--- config.mk ---
export PLATFORM = sky130hd
export DESIGN_NAME = chunked_adder_flat
export DESIGN_NICKNAME = d
export VERILOG_FILES = /design/src/rtl/chunked_adder_if.sv /design/src/rtl/chunked_adder.sv /design/src/flat_wrapper.sv
export SDC_FILE = /design/constraint.sdc
export NUM_CORES = 1
export LEC_CHECK = 0
export CAP_MARGIN = 20
export CORE_ASPECT_RATIO = 0.5
export CORE_MARGIN = 2
export CORE_UTILIZATION = 50
export CTS_BUF_LIST = sky130_fd_sc_hd__clkbuf_8 sky130_fd_sc_hd__clkbuf_16
export DETAILED_ROUTE_END_ITERATION = 8
export PLACE_DENSITY_LB_ADDON = 0.05
export SLEW_MARGIN = 20
export SYNTH_ARGS = -nofsm -noshare
export SYNTH_HDL_FRONTEND = slang
export SYNTH_SLANG_ARGS = --single-unit
--- constraint.sdc ---
create_clock -name clk -period 3.4 [get_ports clk]
set_input_delay 0.34 -clock clk [delete_from_list [all_inputs] [get_ports clk]]
set_output_delay 0.34 -clock clk [all_outputs]
set_load 0.1 [all_outputs]
--- src/rtl/chunked_adder_if.sv ---
// Request/result bundle for chunked_adder: operands and mode in, handshake and flags out.
interface chunked_adder_if #(
  parameter int unsigned WIDTH = 32
);
  logic             start;
  logic             sub;
  logic             cin;
  logic [WIDTH-1:0] a;
  logic [WIDTH-1:0] b;
  logic             busy;
  logic             done;
  logic [WIDTH-1:0] sum;
  logic             cout;
  logic             overflow;
  logic             zero;
  logic             sign;

  modport master (
    output start, sub, cin, a, b,
    input  busy, done, sum, cout, overflow, zero, sign
  );

  modport slave (
    input  start, sub, cin, a, b,
    output busy, done, sum, cout, overflow, zero, sign
  );
endinterface

--- src/rtl/chunked_adder.sv ---
// Multi-cycle add/subtract: a WIDTH-bit operation is done CHUNK bits per clock, LSB slice first,
// with the carry held in a register so the longest carry chain is CHUNK+1 bits.
module chunked_adder #(
  parameter int unsigned WIDTH = 32,
  parameter int unsigned CHUNK = 8
) (
  input logic            clk,
  input logic            rst,
  chunked_adder_if.slave bus
);
  localparam int unsigned N     = WIDTH / CHUNK;
  localparam int unsigned IDX_W = (N > 1) ? $clog2(N) : 1;
  localparam logic [IDX_W-1:0] LAST_IDX = IDX_W'(N - 1);

  typedef enum logic {IDLE, RUN} state_t;

  state_t           state_q, state_d;
  logic [WIDTH-1:0] a_q, a_d;
  logic [WIDTH-1:0] b_q, b_d;
  logic [WIDTH-1:0] res_q, res_d;
  logic [IDX_W-1:0] idx_q, idx_d;
  logic             carry_q, carry_d;
  logic             a_msb_q, a_msb_d;
  logic             b_msb_q, b_msb_d;
  logic             busy_q, busy_d;
  logic             done_q, done_d;
  logic [WIDTH-1:0] sum_q, sum_d;
  logic             cout_q, cout_d;
  logic             ovf_q, ovf_d;
  logic             zero_q, zero_d;
  logic             sign_q, sign_d;

  logic [WIDTH-1:0] b_eff_c;
  logic [CHUNK:0]   slice_c;
  logic [WIDTH-1:0] res_shift_c;
  logic             ovf_c;

  // Operands shift right each cycle so the active slice is always the low CHUNK bits.
  assign b_eff_c     = bus.sub ? ~bus.b : bus.b;
  assign slice_c     = {1'b0, a_q[CHUNK-1:0]} + {1'b0, b_q[CHUNK-1:0]} + (CHUNK+1)'(carry_q);
  assign res_shift_c = (res_q >> CHUNK) | (WIDTH'(slice_c[CHUNK-1:0]) << (WIDTH - CHUNK));
  assign ovf_c       = (a_msb_q == b_msb_q) && (res_shift_c[WIDTH-1] != a_msb_q);

  always_ff @(posedge clk) begin
    if (rst) begin
      state_q <= IDLE;
      a_q     <= '0;
      b_q     <= '0;
      res_q   <= '0;
      idx_q   <= '0;
      carry_q <= 1'b0;
      a_msb_q <= 1'b0;
      b_msb_q <= 1'b0;
      busy_q  <= 1'b0;
      done_q  <= 1'b0;
      sum_q   <= '0;
      cout_q  <= 1'b0;
      ovf_q   <= 1'b0;
      zero_q  <= 1'b0;
      sign_q  <= 1'b0;
    end else begin
      state_q <= state_d;
      a_q     <= a_d;
      b_q     <= b_d;
      res_q   <= res_d;
      idx_q   <= idx_d;
      carry_q <= carry_d;
      a_msb_q <= a_msb_d;
      b_msb_q <= b_msb_d;
      busy_q  <= busy_d;
      done_q  <= done_d;
      sum_q   <= sum_d;
      cout_q  <= cout_d;
      ovf_q   <= ovf_d;
      zero_q  <= zero_d;
      sign_q  <= sign_d;
    end
  end

  // Next-state and datapath updates; result flags move only on the last slice.
  always_comb begin
    state_d = state_q;
    a_d     = a_q;
    b_d     = b_q;
    res_d   = res_q;
    idx_d   = idx_q;
    carry_d = carry_q;
    a_msb_d = a_msb_q;
    b_msb_d = b_msb_q;
    busy_d  = busy_q;
    done_d  = 1'b0;
    sum_d   = sum_q;
    cout_d  = cout_q;
    ovf_d   = ovf_q;
    zero_d  = zero_q;
    sign_d  = sign_q;

    unique case (state_q)
      IDLE: begin
        if (bus.start) begin
          a_d     = bus.a;
          b_d     = b_eff_c;
          carry_d = bus.sub ^ bus.cin;
          idx_d   = '0;
          a_msb_d = bus.a[WIDTH-1];
          b_msb_d = b_eff_c[WIDTH-1];
          busy_d  = 1'b1;
          state_d = RUN;
        end
      end
      RUN: begin
        a_d     = a_q >> CHUNK;
        b_d     = b_q >> CHUNK;
        res_d   = res_shift_c;
        carry_d = slice_c[CHUNK];
        idx_d   = idx_q + IDX_W'(1);
        if (idx_q == LAST_IDX) begin
          state_d = IDLE;
          busy_d  = 1'b0;
          done_d  = 1'b1;
          sum_d   = res_shift_c;
          cout_d  = slice_c[CHUNK];
          ovf_d   = ovf_c;
          zero_d  = (res_shift_c == '0);
          sign_d  = res_shift_c[WIDTH-1] ^ ovf_c;
        end
      end
      default: state_d = IDLE;
    endcase
  end

  assign bus.busy     = busy_q;
  assign bus.done     = done_q;
  assign bus.sum      = sum_q;
  assign bus.cout     = cout_q;
  assign bus.overflow = ovf_q;
  assign bus.zero     = zero_q;
  assign bus.sign     = sign_q;
endmodule

--- src/flat_wrapper.sv ---
// flat-port wrapper written by rule: the top's interface ports become plain ports
module chunked_adder_flat 
#(
  parameter int unsigned WIDTH = 32,
  parameter int unsigned CHUNK = 8
)
  (clk, rst, bus_start, bus_sub, bus_cin, bus_a, bus_b, bus_busy, bus_done, bus_sum, bus_cout, bus_overflow, bus_zero, bus_sign);
  chunked_adder_if #(.WIDTH(WIDTH)) bus_i ();
  input logic clk;
  input logic rst;
  input wire logic [$bits(bus_i.start)-1:0] bus_start;
  input wire logic [$bits(bus_i.sub)-1:0] bus_sub;
  input wire logic [$bits(bus_i.cin)-1:0] bus_cin;
  input wire logic [$bits(bus_i.a)-1:0] bus_a;
  input wire logic [$bits(bus_i.b)-1:0] bus_b;
  output wire logic [$bits(bus_i.busy)-1:0] bus_busy;
  output wire logic [$bits(bus_i.done)-1:0] bus_done;
  output wire logic [$bits(bus_i.sum)-1:0] bus_sum;
  output wire logic [$bits(bus_i.cout)-1:0] bus_cout;
  output wire logic [$bits(bus_i.overflow)-1:0] bus_overflow;
  output wire logic [$bits(bus_i.zero)-1:0] bus_zero;
  output wire logic [$bits(bus_i.sign)-1:0] bus_sign;
  assign bus_i.start = bus_start;
  assign bus_i.sub = bus_sub;
  assign bus_i.cin = bus_cin;
  assign bus_i.a = bus_a;
  assign bus_i.b = bus_b;
  assign bus_busy = bus_i.busy;
  assign bus_done = bus_i.done;
  assign bus_sum = bus_i.sum;
  assign bus_cout = bus_i.cout;
  assign bus_overflow = bus_i.overflow;
  assign bus_zero = bus_i.zero;
  assign bus_sign = bus_i.sign;
  chunked_adder #(.WIDTH(WIDTH), .CHUNK(CHUNK)) u_core (.clk(clk), .rst(rst), .bus(bus_i));
endmodule
==> results of run 1 <==
-- registers in the layout, indices dropped and copies added, names as in the netlist --
signal and flops:
u_core.bus.sign 1, u_core.bus.done 1, u_core.carry_q 1, u_core.bus.sum 32
u_core.res_q 24, u_core.state_q 1, u_core.bus.overflow 1, u_core.a_q 32
u_core.bus.zero 1, u_core.bus.cout 1, u_core.a_msb_q 1, u_core.bus.busy 1
u_core.b_q 32, u_core.idx_q 2, u_core.b_msb_q 1
-- final timing paths --
kind         cells after the start                  end  slack (ns)
min reg2reg                      2  u_core.bus.overflow        0.46
max reg2reg                      7      u_core.bus.zero        0.55
min                              3     u_core.res_q[31]        0.28
max                              7      u_core.bus.zero        0.55
-- cell type report --
cell class | count | share of cell area
well taps | 145 | 0.0246
inverters | 5 | 0.00271
multi-input cells | 430 | 0.376
flip-flops and latches | 132 | 0.359
clock inverters | 15 | 0.0307
repair buffers | 112 | 0.150
clock buffers | 17 | 0.0577
-- power groups by stage --
stage | combinational, mW | clock (mW) | sequential [mW]
after floorplan | 0.321 | 0 | 1.69
after global placement | 0.464 | 0 | 1.70
after detailed placement | 0.470 | 0 | 1.70
after CTS | 0.475 | 2.04 | 1.67
after global routing | 0.528 | 2.11 | 1.67
final | 0.474 | 2.02 | 1.67
-- per-stage QoR --
stage          worst slack (ns)  area, µm²
2_1_floorplan             0.688       5620
3_3_place_gp              0.620       6730
3_5_place_dp              0.566       6730
4_1_cts                   0.544       7380
5_1_grt                   0.430       7380
6_report                  0.551       7380
-- worst reg2reg max path, stage by stage, from the launching register on --
cell	delay, ns
dfxtp_1	0.33
fa_1	0.47
fa_1	0.55
nor4_1	0.48
nand2_4	0.06
a2111o_1	0.28
or4b_1	0.50
o21ai_1	0.12
-- layer usage --
| metal | routed length, µm | track usage | vias to the layer above |
|---|---|---|---|
| li1 | - | - | 2329 |
| met1 | 6430 | 0.311 | 2107 |
| met2 | 5760 | 0.338 | 119 |
| met3 | 642 | 0.0431 | 15 |
| met4 | 136 | 0.0757 | 0 |
| met5 | 0 | 0 | - |
-- synth_stat cells, drive strengths merged, types with 6 or more instances --
cell    count
nor2      146
dfxtp     132
a21oi      54
mux2i      54
xnor2      37
a211oi     35
clkbuf     30
a22o       29
buf        18
nand2      10
o21ai      10
ha          8
nor4        6
-- kinds of logic after synthesis --
| family | Yosys count |
|---|---|
| multiplexers | 55 |
| AO/OA/AOI/OAI | 145 |
| AND/OR/NAND/NOR | 183 |
| buffers and inverters | 53 |
| flip-flops | 132 |
| XOR/XNOR | 37 |
| adder cells (fa/ha/maj) | 10 |
==> results.yml, run 1 <==
placed_design:
  dp.cells: 824
  post-dp-hpwl_um: 8510
  port_buffers: 106
  globalplace.congestion: 0.835
clock_network:
  root_buffer: "clkbuf_16"
  post_cts_buffers: 0
  ctsHtreeMaxLevel: 4
  ctsHoldBuffers: 0
  cts_sinks: 132
  post_cts_resized: 0
  clk_path_buf_depth: 2
  insertion_delay_ns: 0.42
  cts_buffers: 17
  clk_pin_slew_worst_paths_ns: 0.06
  cts_tree: "done"
power_and_ir_drop:
  power_leakage_nw: 2.91
  p_int_mw: 3.15
  p_sw_mw: 1.01
  p_seq_frac: 0.401
  peakVddDrop_mv: 0.356
  p_sw_frac: 0.243
  powerDensity_mw_per_mm2: 564
  totalPowerFinal_mw: 4.16
  p_clk_frac: 0.485
  p_comb_frac: 0.114
floorplanning:
  initial_core_util: 0.512
  dieArea_mm2: 0.0122
  core_mm2: 0.0110
  pin_count: 107
  die-width_um: 154
  rows: 27
  die_h_um: 79.0
final_layout:
  final_common_cell: "nor2_1"
  multi_input_area_mm2: 0.00277
  syn_to_final_growth_pct: 31.2
  drive_gt1_frac: 0.0745
  regArea_mm2: 0.00265
  nFillCells: 915
  post-route-util: 0.672
  antenna_cells: 0
  stdcell_count: 856
  nets: 777
  layout_common_cells: "146 x nor2_1, 131 x dfxtp_1, 103 x clkdlybuf4s50_1, 54 x mux2i_1, 53 x a21oi_1"
global_routing:
  grt-ovfl-total: 0
  antenna_found_initial: 0
  grt_usage: 0.220
  grt_start_max_net_pins: 87
  grt_pass1_vias: 4232
  grt_pass1_wl_um: 21200
synth:
  netlist_area_mm2: 0.00562
  synth_top_family_by_area: "compound AO/OA/AOI/OAI gates"
  synth_largest_area_cell: "dfxtp_1"
  ys_seq_elements: 132
  syn-mean-instance-area_um2: 9.14
  yosysSeqAreaShare: 0.470
  synthSimpleGateAreaFrac: 0.137
  synthXorXnorAreaFrac: 0.0576
  async_flop_share: 0
  synth_top_flop_cell: "dfxtp_1"
  synthCells: 615
  yosys.area_share.adder: 0.0249
  muxShareOfSynthArea: 0.0981
  synth_compound_area_frac: 0.174
  yosys-top-cells-area: "dfxtp_1 47%, nor2_1 9.7%, mux2i_1 9.6%, xnor2_1 5.8%, a21oi_1 4.8%"
  synth_top_area_frac: 0.470
  syn-num-nets: 694
  yosysWarnings: 0
  synth_edf_count: 0
  synth_cell_types: 45
sta:
  finalHoldViolCount: 0
  drv_slew: 0
  min_period_ns: 2.85
  finalSetupViolations: 0
  timing.final.crit_share: 0.838
  skew_ns: 0.00652
  rsz0062_at_grt: "no"
  max-slew-margin-rel: 0.349
  fmax_mhz: 351
  hold-worst-slack_ns: 0.279
  setup_tns_ns: 0
  worst_slew_pin_slew_ns: 0.974
setup_path:
  crit_path_frequent_cell: "fa_1"
  r2r-start: "u_core.carry_q"
  cp_slowest_stage_delay_ns: 0.55
  crit_path_cell_trace: "fa_1 > fa_1 > nor4_1 > nand2_4 > a2111o_1 > or4b_1 > o21ai_1"
  critPathBufInv: 0
  path_delay_family: "simple AND/OR/NAND/NOR gates"
  cp_max_fo: 3
  crit_start: "u_core.carry_q"
  cp_slowest_cell: "fa_1"
  end_kind: "register"
  required_ns: 3.74
  critPathLaunchType: "register"
  crit_arrival_ns: 3.19
  path_class: "reg2reg"
routing:
  antenna_left: 0
  wl_per_cell_um: 15.1
  drt_wl_total_um: 13000
  drtIter0Drc: 327
  vias_per_cell: 5.34
  dr.pass1.iters: 5
  vias: 4570
  drc: 0
run:
  drv_cap: 0
run_status:
  status: "finished clean"
min_path:
  hold_start: "rst"
  hold_path.class: "in2reg"
Power figures use the tool's default switching activity.
==> run 2, diff against run 1 <==
==> constraint.sdc (replaced) <==
create_clock -name clk -period 2.9 [get_ports clk]
set_input_delay 0.29 -clock clk [delete_from_list [all_inputs] [get_ports clk]]
set_output_delay 0.29 -clock clk [all_outputs]
set_load 0.1 [all_outputs]
==> results.yml, run 2 (same netlist as run 1, synthesis figures left out) <==
run_status:
  status: "finished clean"
clock_network:
  clk_pin_slew_worst_paths_ns: 0.06
  root_buffer: "clkbuf_16"
  ctsHtreeMaxLevel: 4
  cts_buffers: 17
  cts_tree: "done"
  insertion_delay_ns: 0.41
  cts_sinks: 132
  clk_path_buf_depth: 2
setup_path:
  end_kind: "register"
  path_class: "reg2reg"
  crit_arrival_ns: 3.15
  cp_max_fo: 3
  required_ns: 3.24
  critPathLaunchType: "register"
floorplanning:
  die-width_um: 154
  die_h_um: 79.0
  rows: 27
  initial_core_util: 0.512
  core_mm2: 0.0110
  pin_count: 107
  dieArea_mm2: 0.0122
placed_design:
  globalplace.congestion: 0.888
  port_buffers: 106
  post-place-ws_ns: 0.0878
  place_area_mm2: 0.00665
  post-dp-hpwl_um: 8580
sta:
  hold-worst-slack_ns: 0.259
  rsz0062_at_grt: "no"
  max-slew-margin-rel: 0.395
  skew_ns: 0.00674
  timing.final.ws_setup_ns: 0.0926
  finalSetupViolations: 0
  finalHoldViolCount: 0
  worst_slew_pin_slew_ns: 0.907
  min_period_ns: 2.81
  drv_slew: 0
  timing.final.crit_share: 0.968
  fmax_mhz: 356
  setup_tns_ns: 0
run:
  drv_cap: 0
final_layout:
  syn_to_final_growth_pct: 29.5
  nets: 780
  antenna_cells: 0
  final_common_cell: "nor2_1"
  drive_gt1_frac: 0.132
  finalInstanceArea_mm2: 0.00729
  layout_common_cells: "146 x nor2_1, 131 x dfxtp_1, 65 x clkdlybuf4s50_1, 54 x mux2i_1, 53 x a21oi_1"
global_routing:
  grt_pass1_vias: 4148
  grt_usage: 0.218
  antenna_found_initial: 0
  grt_pass1_wl_um: 21000
  grt_start_max_net_pins: 85
  grt-ovfl-total: 0
power_and_ir_drop:
  p_int_mw: 3.61
  p_comb_frac: 0.118
  p_sw_mw: 1.16
  totalPowerFinal_mw: 4.77
  p_clk_frac: 0.472
  peakVddDrop_mv: 0.338
  power_leakage_nw: 2.99
  p_sw_frac: 0.244
  p_seq_frac: 0.410
  powerDensity_mw_per_mm2: 655
routing:
  wl_per_cell_um: 15.2
  antenna_left: 0
  vias_per_cell: 5.30
  dr.pass1.iters: 5
  vias: 4550
  drt_wl_total_um: 13100
  drtIter0Drc: 252
  drc: 0
min_path:
  hold_path.class: "in2reg"
run 2: changes by cell type in the layout (fill, tap and decap cells not counted), sizes merged:
cell,change
buf,+41
clkdlybuf4s50,-38
clkbuf,+3
inv,-3
bufinv,-2
clkinv,+2
run 2: worst max-delay path, cell delays in order, from the launching register on:
cell	delay, ns
dfxtp_1	0.33
fa_1	0.48
fa_2	0.51
nor4_1	0.32
buf_4	0.18
nand2_4	0.04
a2111o_1	0.27
or4b_1	0.49
o21ai_1	0.12
run 2: metrics by stage:
stage,utilization,std cells
6_report,0.664,859
5_1_grt,0.664,859
4_1_cts,0.663,858
3_3_place_gp,0.605,826
2_1_floorplan,-,615
3_5_place_dp,0.605,826
run 2: cell type report:
type,instances,area [µm²]
Clock buffer,20,478
Sequential cell,132,2650
Inverter,5,20.0
Timing Repair Buffer,115,1030
Tap cell,145,181
Fill cell,927,3690
Clock inverter,12,153
Multi-Input combinational cell,430,2770
run 2: path summary, 6_finish.rpt:
check	startpoint	end	slack, ns	cells after the start
max	u_core.carry_q	u_core.bus.zero	0.09	8
max reg2reg	u_core.carry_q	u_core.bus.zero	0.09	8
min	rst	u_core.res_q[31]	0.26	3
min reg2reg	u_core.bus.overflow	u_core.bus.overflow	0.47	2
run 2: metal layers:
layer | share of wire | vias up | wire length [µm] | GRT usage
met3 | 0.047 | 15 | 620 | 0.0491
met4 | 0.013 | 0 | 170 | 0.0748
li1 | - | 2332 | - | -
met5 | 0 | - | 0 | 0
met1 | 0.51 | 2096 | 6670 | 0.308
met2 | 0.43 | 107 | 5610 | 0.331
run 2: power groups by stage:
stage	sequential [mW]	clock [mW]	combinational, mW
2_1_floorplan	1.98	0	0.377
3_3_place_gp	1.99	0	0.550
3_5_place_dp	1.99	0	0.557
4_1_cts	1.95	2.27	0.562
5_1_grt	1.96	2.36	0.624
6_report	1.96	2.26	0.563
run 2: what timing repair did:
action / in CTS / in global routing
setup endpoints to repair: 0 / 1
hold buffers: 0 / 0
resized for setup: 0 / 1
setup buffers: 0 / 1
==> run 3, diff against run 2 <==
--- a/config.mk
+++ b/config.mk
@@ -7,7 +7,6 @@
 export LEC_CHECK = 0
 export CAP_MARGIN = 20
 export CORE_ASPECT_RATIO = 0.5
-export CORE_MARGIN = 2
 export CORE_UTILIZATION = 50
 export CTS_BUF_LIST = sky130_fd_sc_hd__clkbuf_8 sky130_fd_sc_hd__clkbuf_16
 export DETAILED_ROUTE_END_ITERATION = 8
==> results.yml, run 3 (same netlist as run 1, synthesis figures left out) <==
placed_design:
  port_buffers: 106
  globalplace.congestion: 0.812
  post-dp-hpwl_um: 8350
clock_network:
  post_cts_resized: 0
  post_cts_buffers: 0
  cts_tree: "done"
  ctsHoldBuffers: 0
  clk_pin_slew_worst_paths_ns: 0.06
  insertion_delay_ns: 0.41
  cts_buffers: 17
  ctsHtreeMaxLevel: 4
  clk_path_buf_depth: 2
  root_buffer: "clkbuf_16"
  cts_sinks: 132
global_routing:
  grt_usage: 0.226
  grt-ovfl-total: 0
  grt_start_max_net_pins: 132
  grt-busiest-layer: "met2"
  grt_use_met1: 0.320
  use_met3: 0.0554
  grt_pass1_vias: 4168
  antenna_found_initial: 0
  grt_pass1_wl_um: 20900
  grt_use_met2: 0.336
sta:
  finalSetupViolations: 0
  min_period_ns: 2.73
  skew_ns: 0.00867
  worst_slew_pin_slew_ns: 0.911
  rsz0062_at_grt: "no"
  timing.final.crit_share: 0.942
  drv_slew: 0
  finalHoldViolCount: 0
  setup_tns_ns: 0
  max-slew-margin-rel: 0.393
  fmax_mhz: 366
  hold-worst-slack_ns: 0.242
routing:
  drt_wl_total_um: 12800
  drtIter0Drc: 279
  vias_per_cell: 5.32
  dr.pass1.iters: 6
  antenna_left: 0
  vias: 4535
  drc: 13
  wl_per_cell_um: 15.0
run_status:
  failed_checks: "DRC"
  status: "complete, but fails checks"
power_and_ir_drop:
  p_clk_frac: 0.478
  p_sw_frac: 0.236
  peakVddDrop_mv: 0.327
  p_comb_frac: 0.117
  p_sw_mw: 1.14
  p_seq_frac: 0.406
  powerDensity_mw_per_mm2: 661
  power_leakage_nw: 3.00
  totalPowerFinal_mw: 4.82
  p_int_mw: 3.68
setup_path:
  required_ns: 3.24
  end_kind: "register"
  reg2reg_slack_ns: 0.17
  worstSetupEndpoint: "u_core.bus.zero"
  crit_arrival_ns: 3.07
  crit_start: "u_core.carry_q"
  path_class: "reg2reg"
  r2r-start: "u_core.carry_q"
  reg2regPathDepth: 8
  critPathLaunchType: "register"
  cp_max_fo: 3
  timing.rr.end: "u_core.bus.zero"
final_layout:
  final_common_cell: "nor2_1"
  antenna_cells: 0
  syn_to_final_growth_pct: 29.6
  nFillCells: 894
  nets: 779
  drive_gt1_frac: 0.131
  layout_common_cells: "146 x nor2_1, 131 x dfxtp_1, 65 x clkdlybuf4s50_1, 54 x mux2i_1, 53 x a21oi_1"
run:
  drv_cap: 0
floorplanning:
  initial_core_util: 0.532
  die-width_um: 152
  pin_count: 107
  rows: 26
  dieArea_mm2: 0.0117
  core_mm2: 0.0106
  die_h_um: 77.0
min_path:
  hold_path.class: "in2reg"
[run 3: cell count changes in the layout (fill, tap and decap cells not counted), moves of 2 or more]
cell,change
clkbuf_8,-2
clkinvlp_4,-3
bufinv_16,+2
clkinv_4,+2
[run 3: per-layer routing]
layer | wire length (µm) | up-vias
met5 | 0 | -
met4 | 104 | 0
li1 | - | 2336
met1 | 6580 | 2076
met2 | 5520 | 112
met3 | 544 | 11
[run 3: power groups by stage]
stage	Sequential (mW)	Combinational, mW	Clock (mW)
after global placement	1.99	0.547	0
after global routing	1.96	0.624	2.43
final	1.96	0.563	2.30
after floorplan	1.98	0.377	0
after detailed placement	1.99	0.556	0
after CTS	1.95	0.561	2.33
[run 3: worst min-delay path by stage]
stage	from	end	slack, ns	cells past startpoint
final	rst	u_core.res_q[31]	0.24	3
after global routing	rst	u_core.res_q[31]	0.25	3
after CTS	rst	u_core.res_q[31]	0.23	3
after detailed placement	u_core.bus.busy	u_core.bus.busy	0.46	1
after global placement	u_core.bus.overflow	u_core.bus.overflow	0.45	2
after floorplan	bus_a[24]	u_core.a_q[24]	0.44	2
[run 3: worst max-delay path, cell delays in order, from the launching register on]
cell,delay (ns)
dfxtp_1,0.33
fa_2,0.43
fa_2,0.51
nor4_1,0.29
buf_4,0.17
nand2_4,0.04
a2111o_1,0.27
or4b_1,0.49
o21ai_1,0.13
[run 3: area by class of cell]
type	instances	area, µm²	share of cell area
multi-input cells	430	2780	0.382
clock buffers	17	425	0.0584
flip-flops and latches	132	2650	0.363
repair buffers	114	1030	0.141
clock inverters	14	213	0.0292
inverters	5	20.0	0.00275
well taps	140	175	0.0240
[run 3: stage by stage]
step                area [µm²]  setup WS [ns]  utilization  instances
detailed placement        6640         0.0505        0.628        821
global placement          6640          0.158        0.628        821
global route              7290         0.0545        0.689        852
CTS                       7280         0.0330        0.688        852
finish                    7290          0.168        0.689        852
floorplan                 5620          0.188            -        615
